<file path="src/rtl/div_unit_pkg.sv">
// Shared constants for the iterative divider: FSM state encodings,
// handshake levels and the shift-subtract step count.
package div_unit_pkg;

    typedef enum logic [1:0] {
        DIV_FREE   = 2'b00,
        DIV_BYZERO = 2'b01,
        DIV_ON     = 2'b10,
        DIV_END    = 2'b11
    } div_state_e;

    localparam logic DivResultReady    = 1'b1;
    localparam logic DivResultNotReady = 1'b0;
    localparam logic DivStart          = 1'b1;
    localparam logic DivStop           = 1'b0;

    localparam int unsigned DIV_STEPS = 32;

endpackage

</file>
<file path="src/rtl/div_unit.sv">
// 32-bit signed/unsigned radix-2 restoring divider, 32 steps per divide.
// Result is {remainder, quotient}, held while start_i stays high.
module div_unit
    import div_unit_pkg::*;
(
    input  logic        clk,
    input  logic        rst,
    input  logic        signed_div_i,
    input  logic [31:0] opdata1_i,
    input  logic [31:0] opdata2_i,
    input  logic        start_i,
    input  logic        annul_i,
    output logic [63:0] result_o,
    output logic        ready_o,
    output logic        stallreq_o
);

    div_state_e  state_q;
    logic [5:0]  cnt_q;
    logic [64:0] work_q;
    logic [31:0] divisor_q;
    logic        signed_q;
    logic        neg_quot_q;
    logic        neg_rem_q;
    logic        ready_q;
    logic [63:0] result_q;

    logic [31:0] op1_abs;
    logic [31:0] op2_abs;
    logic [65:0] shifted;
    logic [33:0] diff;
    logic [64:0] work_d;
    logic [31:0] quot_raw;
    logic [31:0] rem_raw;
    logic [31:0] quot_fix;
    logic [31:0] rem_fix;

    // work register: partial remainder in [64:32], dividend/quotient bits in [31:0]
    always_comb begin
        op1_abs = opdata1_i;
        op2_abs = opdata2_i;
        if (signed_div_i && opdata1_i[31]) op1_abs = (~opdata1_i) + 32'd1;
        if (signed_div_i && opdata2_i[31]) op2_abs = (~opdata2_i) + 32'd1;

        shifted = {work_q, 1'b0};
        diff    = shifted[65:32] - {2'b00, divisor_q};
        work_d  = shifted[64:0];
        if (!diff[33]) begin
            work_d[64:32] = diff[32:0];
            work_d[0]     = 1'b1;
        end

        quot_raw = work_d[31:0];
        rem_raw  = work_d[63:32];
        quot_fix = (signed_q && neg_quot_q) ? (~quot_raw) + 32'd1 : quot_raw;
        rem_fix  = (signed_q && neg_rem_q)  ? (~rem_raw)  + 32'd1 : rem_raw;
    end

    always_ff @(posedge clk) begin
        if (rst) begin
            state_q    <= DIV_FREE;
            cnt_q      <= '0;
            work_q     <= '0;
            divisor_q  <= '0;
            signed_q   <= 1'b0;
            neg_quot_q <= 1'b0;
            neg_rem_q  <= 1'b0;
            ready_q    <= DivResultNotReady;
            result_q   <= '0;
        end else begin
            case (state_q)
                DIV_FREE: begin
                    ready_q  <= DivResultNotReady;
                    result_q <= '0;
                    if (start_i == DivStart && !annul_i) begin
                        state_q    <= (opdata2_i == 32'd0) ? DIV_BYZERO : DIV_ON;
                        cnt_q      <= '0;
                        work_q     <= {33'd0, op1_abs};
                        divisor_q  <= op2_abs;
                        signed_q   <= signed_div_i;
                        neg_quot_q <= opdata1_i[31] ^ opdata2_i[31];
                        neg_rem_q  <= opdata1_i[31];
                    end
                end
                DIV_BYZERO: begin
                    result_q <= '0;
                    if (annul_i) begin
                        state_q <= DIV_FREE;
                        ready_q <= DivResultNotReady;
                    end else begin
                        state_q <= DIV_END;
                        ready_q <= DivResultReady;
                    end
                end
                DIV_ON: begin
                    if (annul_i) begin
                        state_q  <= DIV_FREE;
                        ready_q  <= DivResultNotReady;
                        result_q <= '0;
                    end else begin
                        work_q <= work_d;
                        cnt_q  <= cnt_q + 6'd1;
                        // last step: sign fix-up is applied on the fly from this step's result
                        if (cnt_q == 6'(DIV_STEPS - 1)) begin
                            state_q  <= DIV_END;
                            ready_q  <= DivResultReady;
                            result_q <= {rem_fix, quot_fix};
                        end
                    end
                end
                DIV_END: begin
                    if (start_i == DivStop) begin
                        state_q  <= DIV_FREE;
                        ready_q  <= DivResultNotReady;
                        result_q <= '0;
                    end
                end
                default: begin
                    state_q  <= DIV_FREE;
                    ready_q  <= DivResultNotReady;
                    result_q <= '0;
                end
            endcase
        end
    end

    assign result_o   = result_q;
    assign ready_o    = ready_q;
    assign stallreq_o = start_i & ~ready_q & ~annul_i;

endmodule

</file>
<file path="config.mk">
export PLATFORM = sky130hd
export DESIGN_NAME = div_unit
export DESIGN_NICKNAME = d
export VERILOG_FILES = /design/src/rtl/div_unit_pkg.sv /design/src/rtl/div_unit.sv
export SDC_FILE = /design/constraint.sdc
export NUM_CORES = 1
export LEC_CHECK = 0
export ABC_AREA = 1
export ABC_CLOCK_PERIOD_IN_PS = 6900
export BUFFER_PORTS_ARGS = -buffer_cell sky130_fd_sc_hd__buf_2
export CAP_MARGIN = 20
export CORE_MARGIN = 1.5
export CORE_UTILIZATION = 61
export DETAILED_ROUTE_END_ITERATION = 12
export PLACE_DENSITY = 0.89
export SYNTH_ARGS = -nofsm -noshare
export SYNTH_HDL_FRONTEND = slang
export SYNTH_SLANG_ARGS = --single-unit
</file>
<file path="constraint.sdc">
create_clock -name clk -period 6.9 [get_ports clk]
set_input_delay 1.035 -clock clk [delete_from_list [all_inputs] [get_ports clk]]
set_output_delay 1.035 -clock clk [all_outputs]
set_load 0.05 [all_outputs]
</file>
; ---- After elaboration in Yosys (flattened, before gate mapping)
; Cells that the tools add are included.
[word_totals]
output_inout_bits = 66
mem_bits_ro = 0
mem_count = 0
latchBits = 0
ramBits = 0
regBits = 173
word_cells = 74
input_bits = 69
[op_classes]
muxes = 28
bitwise_logic = 9
reduce_logical = 14
addsub = 6
n_mul = 0
div_mod_pow = 0
shifts = 0
order_cmp = 0
eq_ne = 8
[ops]
columns = cell, n
row1 = 64-bit two-way mux, 3
row2 = 64-bit case mux with 3 select lines, 1
row3 = 65-bit two-way mux, 2
row4 = 65-bit case mux with 2 select lines, 1
row5 = 32-bit by 1-bit adder with 32-bit output (second input constant), 4
row6 = 32-bit two-way mux, 4
row7 = 32-bit inverter, 4
row8 = 34-bit by 32-bit subtractor with 34-bit output, 1
row9 = 33-bit two-way mux, 1
row10 = 32-bit zero test, 1
row11 = 2-bit two-way mux, 6
row12 = 6-bit two-way mux, 2
row13 = 6-bit case mux with 2 select lines, 1
row14 = 2-bit case mux with 4 select lines, 1
row15 = 6-bit by 1-bit adder with 6-bit output (second input constant), 1
row16 = 6-bit by 5-bit == test with 1-bit output (second input constant), 1
row17 = 2-bit inequality test (second input constant), 3
row18 = 3-bit AND reduction, 2
row19 = 1-bit logical AND, 5
row20 = 1-bit two-way mux, 5
row21 = 2-bit == test (second input constant), 2
row22 = 1-bit case mux with 4 select lines, 1
row23 = 2-bit AND reduction, 2
row24 = 3-bit inequality test (second input constant), 1
row25 = 8 further kinds, 10

; ---- Depth between registers and ports, before layout
; Gate-level depths: netlist of run 1.
[logic_depth]
depth_word = 8
mapped_depth = 30
mapped_depth_nobuf = 28

; ---- Worst setup path before layout of run 1
; Ideal clock, no wire load.
[synth_timing]
path_kind = register to register
start = register work_q[38]
end = register result_q[30], in the netlist result_o[30]
path_buffers = 2
setup_slack_ps = 3171
arrival_ps = 3659
required_ps = 6830
path_stages_with_launch = 27
period_less_slack_ps = 3729
cell_sequence = dfxtp_1 ha_1 nand2_2 inv_2 a21oi_4 nand3_2 nand2_2 nand2_4 nand2_4 nand3_4 nand2_4 buf_12 buf_12 ha_1 nand3_1 nor3_1 nand3_1 nor3_1 nand2_1 o21ai_1 nand2_1 nor2_1 o21ai_1 a21oi_1 or2_1 nand3_1 a21oi_1
[synth_between]
elab_chain_cells = 8
[synth_lines]
columns = item, line
row1 = "start, declared", div_unit.sv:20  ; logic [64:0] work_q;
row2 = "start signal, assigned", div_unit.sv:78  ; work_q <= {33'd0, op1_abs};
row3 = "start signal, assigned", div_unit.sv:101  ; work_q <= work_d;
row4 = 34-bit by 32-bit subtractor with 34-bit output, div_unit.sv:46  ; diff = shifted[65:32] - {2'b00, divisor_q};
row5 = 1-bit two-way mux, div_unit.sv:48  ; if (!diff[33]) begin
row6 = 32-bit inverter, div_unit.sv:55  ; quot_fix = (signed_q && neg_quot_q) ? (~quot_raw) + 32'd1 : quot_raw;
row7 = 32-bit by 1-bit adder with 32-bit output, div_unit.sv:55
row8 = 32-bit two-way mux, div_unit.sv:55
row9 = 64-bit two-way mux, div_unit.sv:104  ; if (cnt_q == 6'(DIV_STEPS - 1)) begin
row10 = 64-bit two-way mux, div_unit.sv:96  ; if (annul_i) begin
row11 = 64-bit case mux with 3 select lines, div_unit.sv:71  ; case (state_q)
row12 = "end signal, assigned", div_unit.sv:107  ; result_q <= {rem_fix, quot_fix};
row13 = "end, declared", div_unit.sv:26  ; logic [63:0] result_q;
; No other way between the ends. The select of a mux whose other input is x is not followed.
; A chain may end at the register's enable or synchronous reset.

; ---- Worst setup path after layout of run 1
[layout_timing]
start = register divisor_q[20]
end = register result_q[30], in the netlist result_o[30]
[layout_between]
elab_chain_cells = 8
[layout_lines]
columns = item, line
row1 = "start, declared", div_unit.sv:21  ; logic [31:0] divisor_q;
row2 = "start signal, assigned", div_unit.sv:79  ; divisor_q <= op2_abs;
row3 = 34-bit by 32-bit subtractor with 34-bit output, div_unit.sv:46
row4 = 1-bit two-way mux, div_unit.sv:48
row5 = 32-bit inverter, div_unit.sv:55
row6 = 32-bit by 1-bit adder with 32-bit output, div_unit.sv:55
row7 = 32-bit two-way mux, div_unit.sv:55
row8 = 64-bit two-way mux, div_unit.sv:104
row9 = 64-bit two-way mux, div_unit.sv:96
row10 = 64-bit case mux with 3 select lines, div_unit.sv:71
; No other way between the ends. The select of a mux whose other input is x is not followed.

==> flow_summary.json, run 1 <==
{
  "synth_top_area_cell": "dfxtp_1",
  "cts.path.max_buffers": 2,
  "powerDensity_mw_per_mm2": 284.0,
  "r2r-end": "result_o[30]",
  "ys_ff_latch": 173,
  "crit_arrival_ps": 4970,
  "r2r_slack_ps": 2290,
  "cts_root_buf": "clkbuf_16",
  "cp_slowest_cell": "nand2_4",
  "yosysWarnings": 0,
  "status": "finished, final reports clean",
  "yosysUniqueCellTypes": 55,
  "seqPwrFrac_pct": 29.5,
  "synthesis.area_mm2": 0.01293,
  "fmax_ghz": 0.2171,
  "clkLatencyLatePin_ps": 450,
  "hold_violations": 0,
  "synth_commonest_cells": "569 x nand2_1, 269 x inv_1, 227 x a21oi_1",
  "min_from": "result_o[42]",
  "p_sw_share_pct": 46.63,
  "ff2ff_path_depth": 23,
  "coreArea_mm2": 0.02089,
  "rows": 53,
  "worstHoldPathType": "reg -> reg",
  "drive_gt1_share_pct": 13.11,
  "tritoncts": "yes",
  "tightest_slew_ps": 1053,
  "post_cts_resized": 0,
  "whs_path_depth": 2,
  "critPathLaunchType": "register",
  "period_share_pct": 66.76,
  "postSynth.asyncResetShare_pct": 0,
  "fp.dieArea_mm2": 0.02207,
  "cts.clk_slew.worst_paths_ps": 80,
  "num_vias": 14190,
  "min_to": "result_o[42]",
  "drv_cap": 0,
  "avgSynthCellArea_um2": 6.156,
  "grt-ovfl-total": 0,
  "r2r-start": "divisor_q[20]",
  "finalWorstPathRequiredPeriod_ps": 4606,
  "placedInstanceArea_mm2": 0.01363,
  "criticalPathCategory": "reg -> reg",
  "synth_edf_count": 0,
  "wl_um": 42560,
  "cts_sinks": 173,
  "postSynthCellCount": 2100,
  "rsz0062_at_grt": "no",
  "cp_max_fo": 29,
  "power_frac_comb_pct": 45.1,
  "power.leakage_uw": 0.007197,
  "port_buffers": 134,
  "path_common_cell": "nand2_1",
  "area_growth_pct": 10.47,
  "finalHoldWorstSlack_ps": 462.8,
  "grt_pass1_wl_um": 67540,
  "drt_iter0_markers": 1274,
  "cp_cell_sequence": "inv_1 > ha_1 > a21oi_1 > nand2_1 > nand2_1 > nand2_1 > a21oi_4 > nand3_4 > nand2_4 > ha_1 > nand3_1 > nor3_1 > nand3_1 > nor3_1 > nand2_1 > o21ai_1 > nand2_1 > nor2_1 > o21ai_1 > a21oi_1 > or2_1 > nand3_1 > a21oi_1",
  "finalNetCount": 2295,
  "post_cts_buffers": 0,
  "antenna_found_initial": 3,
  "cp-end-kind": "register",
  "grt_max_degree": 82,
  "hpwl_um": 32340,
  "setup_violations": 0,
  "critPathMaxStageDelay_ps": 390,
  "fin_worst_skew_ps": 13.26,
  "internal_power_uw": 2164,
  "io_pins": 135,
  "drtPass1Iterations": 5,
  "routed_via_density": 5.738,
  "die_w_um": 148.6,
  "synth.area.top_cells": "dfxtp_1 27%, nand2_1 17%, a21oi_1 8.8%",
  "drc": 0,
  "gp_congestion": 0.9877,
  "initial_core_util_pct": 61.89,
  "power_frac_clock_pct": 25.4,
  "switchingPower_uw": 1891,
  "finish.instance_area_mm2": 0.01428,
  "cp.required_ps": 7270,
  "numCtsBuffers": 17,
  "grt_usage_pct": 38.88,
  "ctsHoldBuffers": 0,
  "die_h_um": 148.6,
  "slew_headroom_pct": 29.83,
  "ir_worst_vdd_mv": 0.3142,
  "fin_setup_tns_ps": 0,
  "synth_top_area_share_pct": 26.79,
  "ys.flop_type": "dfxtp_1",
  "grt_pass1_vias": 12990,
  "drv_slew": 0,
  "ant_nets": 0,
  "htreeDepth": 4,
  "post-route-util_pct": 68.37,
  "syn-num-nets": 2211,
  "ys_seq_area_share_pct": 26.79,
  "detail_route.wl_per_cell_um": 17.21,
  "synth_most_common_cell": "nand2_1"
}
cell usage in the layout, fill, tap and decap left out, drive strengths merged:
master	Yosys	routed
xor2	36	36
or2	8	8
nand4	25	25
nor2	176	176
o41ai	4	4
a21boi	1	1
nand3	133	133
nand2	628	628
ha	41	41
bufinv	0	1
o221ai	9	9
a21oi	235	235
o31ai	5	5
a31oi	1	1
nor3	32	32
a32oi	1	1
o22ai	3	3
o21bai	5	5
dfxtp	173	173
nor3b	3	3
nand3b	14	14
and2	1	1
and3	1	1
a21o	3	3
o21ai	151	151
clkbuf	55	17
or3	2	2
nor4	8	8
o211ai	8	8
o21a	3	3
buf	23	143
diode	0	1
xnor2	28	28
o2111ai	2	2
clkinvlp	0	1
fa	1	1
clkinv	4	9
inv	277	285
cell type report:
class | count | area [um2]
fill | 1909 | 6608
multi-input combinational | 1568 | 8034
timing repair buffer | 143 | 760.7
clock buffer | 17 | 425.4
tap | 275 | 344.1
sequential | 173 | 3463
clock inverter | 15 | 196.4
antenna | 1 | 2.502
inverter | 281 | 1055
worst max-delay path by stage:
stage                       start            to  depth (start not counted)
global placement    divisor_q[13]  result_o[30]                         26
detailed placement  divisor_q[20]  result_o[30]                         23
floorplan              work_q[38]  result_o[30]                         26
global route        divisor_q[23]  result_o[30]                         24
finish              divisor_q[20]  result_o[30]                         23
CTS                 divisor_q[20]  result_o[30]                         23
logic make-up after synthesis:
| family | after synthesis | synth area share, % |
|---|---|---|
| buffers and inverters | 359 | 11.14 |
| and+or+nand+nor | 1031 | 35.31 |
| xor gates and xnor gates | 64 | 4.336 |
| adders and majority gates | 42 | 4.123 |
| DFF | 173 | 26.79 |
| AOI/OAI and AO/OA | 431 | 18.30 |
routing by layer:
| layer | part of all wire (%) | vias up | wire length (um) | track usage (%) |
|---|---|---|---|---|
| met5 | 0.023 | - | 10 | 0 |
| met1 | 41 | 6450 | 17410 | 48.46 |
| li1 | - | 6963 | - | - |
| met3 | 7.3 | 117 | 3115 | 6.135 |
| met2 | 47 | 658 | 20070 | 65.95 |
| met4 | 4.6 | 2 | 1957 | 17.67 |
worst max-delay path, delay by kind of cell (launching register included):
family,cells,cell delay (ps)
flops,1,340
simple gates,14,2360
compound gates,6,1170
fa+ha+maj,2,590
buf+inv,1,50
state kept, by name (all words and copies together) (netlist names):
name / flops
neg_rem_q: 1
neg_quot_q: 1
state_q: 2
ready_o: 1
signed_q: 1
cnt_q: 6
work_q: 65
divisor_q: 32
result_o: 64
through the flow:
step | power (uW) | cells | setup WS (ps)
after floorplan | 2549 | 2100 | 3171
after global placement | 2962 | 2439 | 2555
after detailed placement | 2988 | 2439 | 2418
after CTS | 4010 | 2471 | 2380
after global routing | 4312 | 2472 | 1778
final | 4055 | 2473 | 2294
power by group through the flow:
| stage | Combinational, uW | Clock (uW) | Sequential, uW |
|---|---|---|---|
| finish | 1830 | 1030 | 1200 |
| global route | 2030 | 1070 | 1210 |
| CTS | 1790 | 1030 | 1190 |
| detailed placement | 1770 | 0 | 1210 |
| global placement | 1750 | 0 | 1210 |
| floorplan | 1330 | 0 | 1220 |
(Power assumes the default switching activity.)
==> run 2, diff against run 1 <==
==> config.mk (replaced) <==
export PLATFORM = sky130hd
export DESIGN_NAME = div_unit
export DESIGN_NICKNAME = d
export VERILOG_FILES = /design/src/rtl/div_unit_pkg.sv /design/src/rtl/div_unit.sv
export SDC_FILE = /design/constraint.sdc
export NUM_CORES = 1
export LEC_CHECK = 0
export ABC_AREA = 0
export ABC_CLOCK_PERIOD_IN_PS = 4100
export BUFFER_PORTS_ARGS = -buffer_cell sky130_fd_sc_hd__buf_2
export CAP_MARGIN = 20
export CORE_MARGIN = 1.5
export CORE_UTILIZATION = 54
export DETAILED_ROUTE_END_ITERATION = 12
export PLACE_DENSITY = 0.85
export SYNTH_ARGS = -nofsm -noshare
export SYNTH_HDL_FRONTEND = slang
export SYNTH_SLANG_ARGS = --single-unit
==> constraint.sdc (replaced) <==
create_clock -name clk -period 4.1 [get_ports clk]
set_input_delay 0.615 -clock clk [delete_from_list [all_inputs] [get_ports clk]]
set_output_delay 0.615 -clock clk [all_outputs]
set_load 0.05 [all_outputs]
==> flow_summary.json, run 2 <==
{
  "finalHoldWorstSlack_ps": 466.9,
  "setup_violations": 5,
  "slew_headroom_pct": 32.87,
  "antenna_found_initial": 0,
  "setup_slack_ps": -143.7,
  "final_common_cell": "nor2_1",
  "synth_xor_xnor_area_share_pct": 10.19,
  "drtPass1Iterations": 5,
  "port_buffers": 134,
  "synth.area.top_cells": "dfxtp_1 30%, nor2_1 7.2%, a21oi_1 6.9%",
  "clkLatencyLatePin_ps": 440,
  "synth_compound_area_share_pct": 26.15,
  "tritoncts": "yes",
  "power_uw": 7495,
  "synth_commonest_cells": "224 x nor2_1, 173 x dfxtp_1, 162 x nand2_1",
  "seq_area_mm2": 0.003487,
  "routed_via_density": 6.196,
  "ys.flop_type": "dfxtp_1",
  "cp_slowest_cell": "or4b_4",
  "postSynth.asyncResetShare_pct": 0,
  "mostFrequentLayoutCells": "218 x nor2_1, 161 x nand2_1, 160 x buf_4",
  "gp_congestion": 0.9698,
  "criticalPathCategory": "reg -> reg",
  "die_w_um": 149.6,
  "cts_sinks": 173,
  "synth_top_area_cell": "dfxtp_1",
  "area_growth_pct": 26.78,
  "path_common_cell": "a41oi_2",
  "worstHoldPathType": "in -> reg",
  "diodes": 0,
  "drt_iter0_markers": 1253,
  "synth_top_area_share_pct": 29.86,
  "finalNetCount": 1879,
  "drv_slew": 0,
  "drc": 0,
  "ys_seq_area_share_pct": 29.86,
  "synth_edf_count": 0,
  "synthMuxAreaShare_pct": 2.179,
  "status": "complete, but fails checks",
  "rows": 53,
  "grt_usage_pct": 34.90,
  "critPathMaxStageDelay_ps": 480,
  "htreeDepth": 4,
  "wl_um": 39600,
  "critPathBufInv": 1,
  "cts.path.max_buffers": 2,
  "ant_nets": 0,
  "yosys.area_share.simple_pct": 21.89,
  "cts_root_buf": "clkbuf_16",
  "io_pins": 135,
  "crit_arrival_ps": 4580,
  "ys_ff_latch": 173,
  "hpwl_um": 29010,
  "grt_pass1_wl_um": 61030,
  "cp_top_family": "simple AND/OR/NAND/NOR gates",
  "cp-end-kind": "register",
  "multi_input_area_mm2": 0.008124,
  "drv_cap": 0,
  "finalWorstPathRequiredPeriod_ps": 4244,
  "fp.dieArea_mm2": 0.02237,
  "period_share_pct": 103.5,
  "yosysWarnings": 0,
  "cts.clk_slew.worst_paths_ps": 80,
  "hold_violations": 0,
  "cp_cell_sequence": "inv_1 > ha_4 > nand4_1 > a2111oi_4 > nor3_4 > o32ai_4 > o31a_1 > nor2_8 > mux2i_4 > ha_2 > nand3_2 > or2_4 > or4b_4 > a21oi_2 > a41oi_2 > nor2_4 > a41oi_2 > xnor2_1 > a22o_1",
  "largest_reg_flops": 65,
  "postSynthCellCount": 1540,
  "detail_route.wl_per_cell_um": 19.26,
  "avgSynthCellArea_um2": 7.532,
  "initial_core_util_pct": 55.18,
  "fin_worst_skew_ps": 10.69,
  "tightest_slew_ps": 1007,
  "rsz0062_at_grt": "yes",
  "drive_gt1_share_pct": 26.05,
  "cp_max_fo": 5,
  "powerDensity_mw_per_mm2": 509.6,
  "grt_pass1_vias": 11730,
  "syn-num-nets": 1651,
  "nFillCells": 1679,
  "num_vias": 12740,
  "ir_worst_vdd_mv": 0.3963,
  "largest-register": "work_q",
  "coreArea_mm2": 0.02102,
  "synth_top_family_by_area": "compound AO/OA/AOI/OAI gates",
  "die_h_um": 149.6,
  "failed_checks": "negative setup slack",
  "critPathLaunchType": "register",
  "grt_max_degree": 89,
  "numCtsBuffers": 17,
  "synthAdderAreaFrac_pct": 4.595,
  "power.leakage_uw": 0.005945,
  "grt-ovfl-total": 0,
  "synthesis.area_mm2": 0.01160,
  "fmax_ghz": 0.2356,
  "synth_most_common_cell": "nor2_1",
  "cp.required_ps": 4430,
  "yosysUniqueCellTypes": 81
}
-- run 2: cell count changes after synthesis, sizes merged, moves of 28 or more --
cell / before / now
a211oi: 0 / 37
a21oi: 235 / 165
a22o: 0 / 28
a22oi: 0 / 34
inv: 277 / 58
nand2: 628 / 162
nand3: 133 / 8
nor2: 176 / 225
o21ai: 151 / 91
xnor2: 28 / 78
-- run 2: what timing repair did --
item,CTS,global route
hold endpoints to repair,0,0
gates resized for setup,41,57
pin swaps,21,36
setup endpoints to repair,9,17
hold buffers,0,0
setup buffers,21,8
-- run 2: worst register-to-register path: stages (launching register included) --
cell and delay, ps:
dfxtp_1 330, inv_1 80, ha_4 240, nand4_1 160, a2111oi_4 70, nor3_4 290, o32ai_4 150, o31a_1 390
nor2_8 160, mux2i_4 250, ha_2 210, nand3_2 70, or2_4 270, or4b_4 480, a21oi_2 140, a41oi_2 80
nor2_4 260, a41oi_2 160, xnor2_1 180, a22o_1 180
-- run 2: per-layer routing --
layer,vias to the layer above,share of wire (%),track usage (%)
li1,5947,-,-
met1,6021,42,47.87
met2,665,44,53.36
met3,105,9.8,6.555
met4,0,3.9,14.85
met5,-,0,0
-- run 2: cell families after synthesis --
| group | count (synthesis) |
|---|---|
| multiplexers | 25 |
| AO/OA/AOI/OAI | 467 |
| buffers and inverters | 147 |
| adder cells (fa/ha/maj) | 42 |
| flip-flops | 173 |
| XOR/XNOR | 135 |
| AND/OR/NAND/NOR | 551 |
-- run 2: area by class of cell --
| class | count | area share, % |
|---|---|---|
| Clock inverter | 14 | 1.157 |
| Timing Repair Buffer | 298 | 13.14 |
| Inverter | 58 | 1.497 |
| Sequential cell | 173 | 23.71 |
| Clock buffer | 18 | 2.918 |
| Tap cell | 275 | 2.340 |
| Multi-Input combinational cell | 1220 | 55.24 |
-- run 2: where the power goes --
group          switching, uW  leakage, uW  internal [uW]
clock network            799     0.000291            876
registers                220      0.00141           1850
logic                   2290      0.00424           1450
total                   3310      0.00594           4180
-- run 2: final timing paths --
| path | from | endpoint | slack (ps) | cells past startpoint |
|---|---|---|---|---|
| setup reg to reg | divisor_q[6] | result_o[62] | -140 | 19 |
| setup / recovery | divisor_q[6] | result_o[62] | -140 | 19 |
| hold reg to reg | divisor_q[31] | divisor_q[31] | 470 | 2 |
| hold / removal | opdata2_i[0] | divisor_q[0] | 470 | 3 |
-- run 2: metrics by stage --
stage | setup WS (ps) | util, % | setup TNS, ps | std cells | cell area, um2
6_report | -143.7 | 69.96 | -485.8 | 2056 | 14710
5_1_grt | -282.5 | 69.96 | -1555 | 2056 | 14710
4_1_cts | 0.1958 | 68.51 | 0 | 2049 | 14400
3_5_place_dp | -294.6 | 63.77 | -1556 | 1996 | 13410
3_3_place_gp | -140.5 | 63.77 | -643.7 | 1996 | 13410
2_1_floorplan | -472.1 | - | -2767 | 1540 | 11750
==> run 3, diff against run 2 <==
--- a/config.mk
+++ b/config.mk
@@ -9,8 +9,10 @@
 export ABC_CLOCK_PERIOD_IN_PS = 4100
 export BUFFER_PORTS_ARGS = -buffer_cell sky130_fd_sc_hd__buf_2
 export CAP_MARGIN = 20
+export CELL_PAD_IN_SITES_DETAIL_PLACEMENT = 1
+export CELL_PAD_IN_SITES_GLOBAL_PLACEMENT = 1
 export CORE_MARGIN = 1.5
-export CORE_UTILIZATION = 54
+export CORE_UTILIZATION = 40
 export DETAILED_ROUTE_END_ITERATION = 12
 export PLACE_DENSITY = 0.85
 export SYNTH_ARGS = -nofsm -noshare
==> flow_summary.json, run 3 (synthesis results as in run 2) <==
{
  "drt_iter0_markers": 1436,
  "initial_core_util_pct": 40.52,
  "numCtsBuffers": 17,
  "area_growth_pct": 31.68,
  "num_vias": 13680,
  "ff2ff_path_depth": 20,
  "die_w_um": 173.3,
  "io_pins": 135,
  "critPathLaunchType": "register",
  "critPathMaxStageDelay_ps": 480,
  "cts.clk_slew.worst_paths_ps": 90,
  "drive_gt1_share_pct": 28.08,
  "clkLatencyLatePin_ps": 460,
  "largest-register": "work_q",
  "grt_pass1_wl_um": 75740,
  "htreeDepth": 4,
  "grt_max_degree": 67,
  "r2r_slack_ps": -440,
  "crit_arrival_ps": 4930,
  "port_buffers": 134,
  "slew_headroom_pct": 24.67,
  "min_to": "divisor_q[0]",
  "drc": 0,
  "rsz0062_at_grt": "yes",
  "hpwl_um": 34500,
  "finalWorstPathRequiredPeriod_ps": 4537,
  "coreArea_mm2": 0.02863,
  "detail_route.wl_per_cell_um": 23.81,
  "cp-end-kind": "register",
  "drtPass1Iterations": 8,
  "min_from": "opdata2_i[0]",
  "tightest_slew_ps": 1127,
  "final_common_cell": "nor2_1",
  "finalNetCount": 1914,
  "die_h_um": 173.3,
  "fin_worst_skew_ps": 18.43,
  "post-route-util_pct": 53.36,
  "ir_worst_vdd_mv": 0.3465,
  "cts.path.max_buffers": 2,
  "finalHoldWorstSlack_ps": 456.7,
  "period_share_pct": 110.7,
  "whs_path_depth": 3,
  "worstHoldPathType": "in -> reg",
  "routed_via_density": 6.211,
  "r2r-start": "work_q[47]",
  "cts_sinks": 173,
  "setup_slack_ps": -437.0,
  "grt_usage_pct": 31.69,
  "fmax_ghz": 0.2204,
  "grt-ovfl-total": 0,
  "fp.dieArea_mm2": 0.03003,
  "antenna_found_initial": 3,
  "cp_max_fo": 4,
  "largest_reg_flops": 65,
  "status": "complete, but fails checks",
  "wl_um": 52430,
  "failed_checks": "negative setup slack",
  "criticalPathCategory": "reg -> reg",
  "cts_root_buf": "clkbuf_16",
  "drv_cap": 0,
  "cp_slowest_cell": "dfxtp_2",
  "grt_pass1_vias": 13800,
  "r2r-end": "result_o[46]",
  "setup_violations": 15,
  "cp_cell_sequence": "ha_1 > nand2_1 > a21oi_1 > a21oi_2 > o32ai_4 > o31a_1 > nor2_8 > mux2i_4 > ha_4 > buf_6 > buf_6 > nand2_4 > nor3_4 > nand3_2 > nor2_4 > a21o_1 > a21oi_2 > xor2_2 > or3_4 > a21oi_2",
  "cp.required_ps": 4490,
  "ant_nets": 0,
  "mostFrequentLayoutCells": "218 x nor2_1, 192 x buf_4, 158 x nand2_1",
  "rows": 62,
  "path_common_cell": "a21oi_2",
  "power_uw": 8133,
  "power.leakage_uw": 0.006193,
  "drv_slew": 0,
  "gp_congestion": 0.9217,
  "powerDensity_mw_per_mm2": 532.4,
  "tritoncts": "yes",
  "hold_violations": 0
}
-- run 3: layout make-up --
type / count / area (um2)
clock buffer: 17 / 425.4
tap: 384 / 480.5
sequential: 173 / 3486
multi-input combinational: 1220 / 8268
inverter: 58 / 220.2
timing repair buffer: 333 / 2223
fill: 3523 / 13350
clock inverter: 15 / 166.4
antenna: 2 / 5.005
-- run 3: worst max path at each step --
stage                              from      endpoint  slack (ps)  cells past startpoint
final                        work_q[47]  result_o[46]        -440                     20
after global routing      divisor_q[13]  result_o[46]        -580                     22
after CTS                 divisor_q[27]  result_o[62]        -110                     19
after detailed placement  divisor_q[22]  result_o[62]        -370                     19
after global placement    divisor_q[24]  result_o[62]        -150                     21
after floorplan           divisor_q[23]  result_o[62]        -470                     24
-- run 3: metal layers --
layer  track usage, %  vias up  part of all wire [%]
met4            15.14        2                   5.6
li1                 -     6009                     -
met1            39.56     6701                    40
met2            53.51      747                    47
met3            4.781      217                   7.2
met5                0        -                 0.019
-- run 3: worst max-delay path: cells and delay by family (launching register included) --
kind                       cells  cell delay, ps
muxes                          1             320
AOI/OAI and AO/OA              7            1320
xor gates and xnor gates       1             280
and+or+nand+nor                7            1330
adders and majority gates      2             520
DFF                            1             480
buffers and inverters          2             200
-- run 3: timing repair --
action | CTS | global route
gates resized for setup | 66 | 52
setup endpoints to repair | 12 | 19
hold buffers | 0 | 0
pin swaps | 38 | 33
setup buffers | 17 | 10
-- run 3: where the power goes --
part | leakage [uW] | internal, uW | switching [uW]
clock network | 0.000288 | 824 | 883
logic | 0.00450 | 1650 | 2720
registers | 0.00141 | 1850 | 203
total | 0.00619 | 4330 | 3800
-- run 3: stage by stage --
step	instances	TNS (ps)	area, um2	setup slack (ps)
2_1_floorplan	1540	-2767	11750	-472.1
3_3_place_gp	2144	-735.8	13860	-155.0
3_5_place_dp	2144	-2169	13860	-370.1
4_1_cts	2193	-509.3	14950	-111.1
5_1_grt	2201	-6154	15270	-579.6
6_report	2202	-3985	15270	-437.0
